## src/rtl/cpu_divide.sv

```systemverilog
`default_nettype none
// ============================================================================
//  Module      : cpu_divide
//  Description : Multi-cycle signed/unsigned integer divider. Radix-2
//                restoring iteration, one quotient bit per clock, followed
//                by a sign-fixup cycle. Fixed latency of WIDTH+2 clocks from
//                the accepting edge to o_ready.
//  Revision    : 1.0 - initial release
// ============================================================================
module cpu_divide #(
    parameter int WIDTH = 32
) (
    input  logic             i_clock,
    input  logic             i_reset_n,
    input  logic             i_latch,
    input  logic             i_signed,
    input  logic [WIDTH-1:0] i_numerator,
    input  logic [WIDTH-1:0] i_denominator,
    output logic             o_ready,
    output logic [WIDTH-1:0] o_result,
    output logic [WIDTH-1:0] o_remainder
);

    // ------------------------------------------------------------------------
    // Constants
    // ------------------------------------------------------------------------
    localparam int                 c_CNT_W = $clog2(WIDTH);
    localparam logic [c_CNT_W-1:0] c_LAST  = c_CNT_W'(WIDTH - 1);

    // ------------------------------------------------------------------------
    // State encoding
    // ------------------------------------------------------------------------
    typedef enum logic [1:0] {
        S_IDLE  = 2'd0,   // waiting for i_latch, outputs hold last result
        S_ITER  = 2'd1,   // one quotient bit per clock
        S_FIXUP = 2'd2,   // apply signs / divide-by-zero override
        S_DONE  = 2'd3    // raise o_ready
    } state_t;

    state_t             r_state;
    logic [c_CNT_W-1:0] r_count;

    // Captured operation descriptors
    logic               r_signed;
    logic               r_num_sign;
    logic               r_den_sign;
    logic               r_den_zero;
    logic [WIDTH-1:0]   r_den_mag;

    // Working registers: r_quo starts as the numerator magnitude and is
    // shifted left while quotient bits fill in from the right; r_rem holds
    // the partial remainder.
    logic [WIDTH-1:0]   r_quo;
    logic [WIDTH-1:0]   r_rem;

    // ------------------------------------------------------------------------
    // Operand magnitudes at the latch edge. In unsigned mode the MSB is a
    // data bit, so no negation happens.
    // ------------------------------------------------------------------------
    logic             w_num_neg_in;
    logic             w_den_neg_in;
    logic [WIDTH-1:0] w_num_mag_in;
    logic [WIDTH-1:0] w_den_mag_in;

    assign w_num_neg_in = i_signed & i_numerator[WIDTH-1];
    assign w_den_neg_in = i_signed & i_denominator[WIDTH-1];
    assign w_num_mag_in = w_num_neg_in ? (~i_numerator + 1'b1)   : i_numerator;
    assign w_den_mag_in = w_den_neg_in ? (~i_denominator + 1'b1) : i_denominator;

    // ------------------------------------------------------------------------
    // One restoring-division step. The shifted remainder needs one extra bit
    // because it can reach 2*D-1. When the subtraction is taken the true
    // difference is below D, so the low WIDTH bits of the subtraction are
    // exact.
    // ------------------------------------------------------------------------
    logic [WIDTH:0]   w_shifted;
    logic             w_ge;
    logic [WIDTH-1:0] w_sub;
    logic [WIDTH-1:0] w_rem_next;
    logic [WIDTH-1:0] w_quo_next;

    assign w_shifted  = {r_rem, r_quo[WIDTH-1]};
    assign w_ge       = (w_shifted >= {1'b0, r_den_mag});
    assign w_sub      = w_shifted[WIDTH-1:0] - r_den_mag;
    assign w_rem_next = w_ge ? w_sub : w_shifted[WIDTH-1:0];
    assign w_quo_next = {r_quo[WIDTH-2:0], w_ge};

    // ------------------------------------------------------------------------
    // Sign fixup. The quotient is negative iff the operand signs differ; the
    // remainder follows the numerator. Division by zero forces an all-ones
    // quotient; the iteration already leaves |N| in the remainder (every step
    // subtracts zero), so re-applying the numerator sign returns N unchanged.
    // The most-negative / -1 case falls out naturally: magnitude 2^(W-1)
    // negated is itself.
    // ------------------------------------------------------------------------
    logic             w_num_neg;
    logic             w_quo_neg;
    logic [WIDTH-1:0] w_quo_fix;
    logic [WIDTH-1:0] w_rem_fix;

    assign w_num_neg = r_signed & r_num_sign;
    assign w_quo_neg = r_signed & (r_num_sign ^ r_den_sign);
    assign w_quo_fix = r_den_zero ? {WIDTH{1'b1}}
                     : (w_quo_neg ? (~r_quo + 1'b1) : r_quo);
    assign w_rem_fix = w_num_neg ? (~r_rem + 1'b1) : r_rem;

    // ------------------------------------------------------------------------
    // Control FSM and datapath registers; reset aborts any operation in flight
    // ------------------------------------------------------------------------
    always_ff @(posedge i_clock or negedge i_reset_n) begin
        if (!i_reset_n) begin
            r_state     <= S_IDLE;
            r_count     <= '0;
            r_signed    <= 1'b0;
            r_num_sign  <= 1'b0;
            r_den_sign  <= 1'b0;
            r_den_zero  <= 1'b0;
            r_den_mag   <= '0;
            r_quo       <= '0;
            r_rem       <= '0;
            o_ready     <= 1'b1;
            o_result    <= '0;
            o_remainder <= '0;
        end else begin
            case (r_state)
                S_IDLE: begin
                    if (i_latch && o_ready) begin
                        r_signed   <= i_signed;
                        r_num_sign <= i_numerator[WIDTH-1];
                        r_den_sign <= i_denominator[WIDTH-1];
                        r_den_zero <= (i_denominator == '0);
                        r_den_mag  <= w_den_mag_in;
                        r_quo      <= w_num_mag_in;
                        r_rem      <= '0;
                        r_count    <= '0;
                        o_ready    <= 1'b0;
                        r_state    <= S_ITER;
                    end
                end

                S_ITER: begin
                    r_quo   <= w_quo_next;
                    r_rem   <= w_rem_next;
                    r_count <= r_count + 1'b1;
                    if (r_count == c_LAST) begin
                        r_state <= S_FIXUP;
                    end
                end

                S_FIXUP: begin
                    o_result    <= w_quo_fix;
                    o_remainder <= w_rem_fix;
                    r_state     <= S_DONE;
                end

                S_DONE: begin
                    o_ready <= 1'b1;
                    r_state <= S_IDLE;
                end

                default: begin
                    r_state <= S_IDLE;
                    o_ready <= 1'b1;
                end
            endcase
        end
    end

endmodule
`default_nettype wire

```

## config.mk

```make
export PLATFORM = sky130hd
export DESIGN_NAME = cpu_divide
export DESIGN_NICKNAME = d
export VERILOG_FILES = /design/src/rtl/cpu_divide.sv
export SDC_FILE = /design/constraint.sdc
export NUM_CORES = 1
export LEC_CHECK = 0
export BUFFER_PORTS_ARGS = -buffer_cell sky130_fd_sc_hd__buf_2
export CAP_MARGIN = 20
export CORE_UTILIZATION = 25
export DETAILED_ROUTE_END_ITERATION = 7
export RECOVER_POWER = 50
export SLEW_MARGIN = 30
export SYNTH_ARGS = -nofsm -noshare
export SYNTH_HDL_FRONTEND = slang
export SYNTH_SLANG_ARGS = --single-unit
export TNS_END_PERCENT = 1
```

## constraint.sdc

```tcl
create_clock -name i_clock -period 2.84 [get_ports i_clock]
set_input_delay 0.142 -clock i_clock [delete_from_list [all_inputs] [get_ports i_clock]]
set_output_delay 0.142 -clock i_clock [all_outputs]
set_load 0.05 [all_outputs]
```

==> impl_metrics.tcl <==
set metrics [dict create \
    syn_area_um2 11260 \
    crit_required_ps 3160 \
    hold_class "primary input to flip-flop" \
    clk_latency_ps 450 \
    endpoint_kind "flip-flop" \
    yosys-top-cells-area "dfrtp_1, a21oi_1, xnor2_1" \
    design_area_um2 14390 \
    cp-start-kind "flip-flop" \
    via_count 10400 \
    fmax_ghz 0.3568 \
    seq_area_frac_synth_pct 38.25 \
    drive_gt1_share_pct 21.77 \
    min_period_over_period_pct 98.68 \
    crit_type "flip-flop to flip-flop" \
    core_region_area_um2 44320 \
    wl_um 35410 \
    post-dp-hpwl_um 27610 \
    clockRootBuffer "clkbuf_16" \
    ir_drop_uv 547.4 \
    num_rows 77 \
    synth-edff-count 0 \
    synth_cells 1363 \
    placed_cell_area_um2 13370 \
    cts.clk_slew.worst_paths_ps 70 \
    cts_tree "built" \
    wl_per_cell_um 16.13 \
    grt_pass1_vias 10170 \
    whs_ps 21.10 \
    drv_slew 73 \
    gp_congestion 0.9211 \
    vias_per_cell 4.739 \
    worst_slew_pin_slew_ps 1876 \
    track_usage_pct 15.31 \
    finClkSkew_ps 7.541 \
    ys.flop_type "dfrtp_1" \
    io-pin-count 133 \
    syn_avg_cell_area_um2 8.259 \
    antenna_found_initial 13 \
    grt_max_degree 73 \
    drtIter0Drc 724 \
    synth_common_cells "dfrtp_1, a21oi_1, nor2_1" \
    slew_headroom_pct -25.09 \
    syn_nets 1475 \
    p_leak_nw 6.197 \
    grt-ovfl-total 0 \
    rsz0062_at_grt "true" \
    netlist.area_leader.share_pct 38.01 \
    portBuffers 132 \
    ys_types 66 \
    status "complete, but fails checks" \
    fin_total_pwr_mw 21.15 \
    yosys_warnings 0 \
    initial_utilization_pct 25.40 \
    yosys.area.top_type "dfrtp_1" \
    hold_viol 0 \
    power.density_nw_per_um2 1469 \
    pre_cts_slack_ps -163.4 \
    final_antenna_net_count 0 \
    crit_fanout 9 \
    finalWorstPathRequiredPeriod_ps 2803 \
    worstPathArrival_ps 3120 \
    dieArea_um2 45880 \
    async_flop_share_pct 100.0 \
    dr.pass1.iters 5 \
    htreeDepth 4 \
    yosysMostFrequentCell "dfrtp_1" \
    area_delta_synth_final_pct 27.84 \
    cts_buffers 17 \
    utilization_pct 32.47 \
    synth_seq_cells 172 \
    drc 0 \
    violations "capacitance limit, slew limit" \
    cts_sinks 172 \
    grt_pass1_wl_um 56060 \
    cts_buffer_depth 2 \
    fp.dieH_um 214.2 \
    layout_setup_ws_ps 37.43 \
    die_x_um 214.2 \
    finalSetupViolCount 0 \
    nets 1693 \
    drv_cap 1 \
]
==> worst max-delay path, cell delays in order (launching register included) <==
cell and delay, ps:
dfrtp_1 440, ha_1 310, a21o_1 180, a21o_1 190
a21oi_2 170, nor2_1 70, a211oi_1 220, buf_4 150
o31a_1 150, o21a_1 180, buf_12 150, buf_4 130
mux2i_2 220, o21ai_2 100
==> what timing repair did <==
item,4_1_cts,5_1_grt
hold buffers,11,0
resized for setup,12,64
hold endpoints to repair,78,0
pin swaps,1,15
buffers inserted,1,3
endpoints found under the setup margin,30,46
==> final cells by class <==
cell class	instances	area [um2]
Multi-Input combinational cell	1056	6728
Clock inverter	12	160.2
Fill cell	4696	29930
Antenna cell	9	22.52
Tap cell	592	740.7
Clock buffer	20	456.7
Inverter	63	236.5
Timing Repair Buffer	271	1740
Sequential cell	172	4307
==> registers in the layout (all words and copies together) (netlist names) <==
register     cells
r_num_sign       1
o_result        32
r_state          2
r_den_mag       32
o_ready          1
r_signed         1
r_den_zero       1
r_rem           32
r_count          5
o_remainder     32
r_den_sign       1
r_quo           32
==> power breakdown <==
part	internal [mW]	switching [mW]
sequential	3.66	1.06
clock	1.44	1.05
combinational	5.58	8.36
==> placed cells by master (no fill, tap or decap), types with 10 or more instances in the layout <==
cell type,count
inv_1,55
dlygate4sd3_1,11
o41ai_1,11
o21ai_0,116
ha_1,31
buf_2,115
clkbuf_1,19
ha_4,11
clkbuf_16,17
xor2_1,60
nor4_1,11
nor2_1,156
nor3_1,24
a21oi_1,154
buf_4,119
o21ai_1,16
nand3_1,17
nand2_1,142
a21o_1,10
dfrtp_1,170
a31oi_1,15
mux2i_1,24
xnor2_1,86
o31ai_1,13
==> per-layer routing <==
| metal | wire length [um] | up-vias | track usage (%) |
|---|---|---|---|
| li1 | - | 5204 | - |
| met1 | 17680 | 4950 | 21.85 |
| met2 | 15510 | 203 | 22.98 |
| met3 | 1683 | 36 | 3.220 |
| met4 | 469 | 10 | 4.738 |
| met5 | 71 | - | 0 |
==> cells by family after synthesis <==
kind of cell / count (synthesis) / share of synthesized area, %
mux: 27 / 2.423
simple gates: 432 / 17.51
flops: 172 / 38.25
fa+ha+maj: 44 / 4.957
compound gates: 406 / 20.71
buf+inv: 135 / 4.724
xor+xnor: 147 / 11.44
==> path summary, 6_finish.rpt <==
path	startpoint	to	cells after the start	slack, ps
worst max-delay path	r_rem[21]$_DFFE_PN0P_	r_rem[19]$_DFFE_PN0P_	13	40
worst min-delay path	i_signed	r_signed$_DFFE_PN0P_	3	20
worst max register to register	r_rem[21]$_DFFE_PN0P_	r_rem[19]$_DFFE_PN0P_	13	40
worst min register to register	r_den_mag[10]$_DFFE_PN0P_	r_den_mag[10]$_DFFE_PN0P_	2	480
max in group asynchronous	i_reset_n	r_den_mag[11]$_DFFE_PN0P_	3	370
min in group asynchronous	i_reset_n	o_result[21]$_DFFE_PN0P_	2	740
==> per-stage QoR <==
step	cells	TNS, ps
floorplan	1363	-300.5
global placement	2139	-186.3
detailed placement	2139	-619.9
CTS	2183	-7.667
global route	2191	-3485
finish	2195	0
No activity file was read; power rests on OpenSTA's default activity.
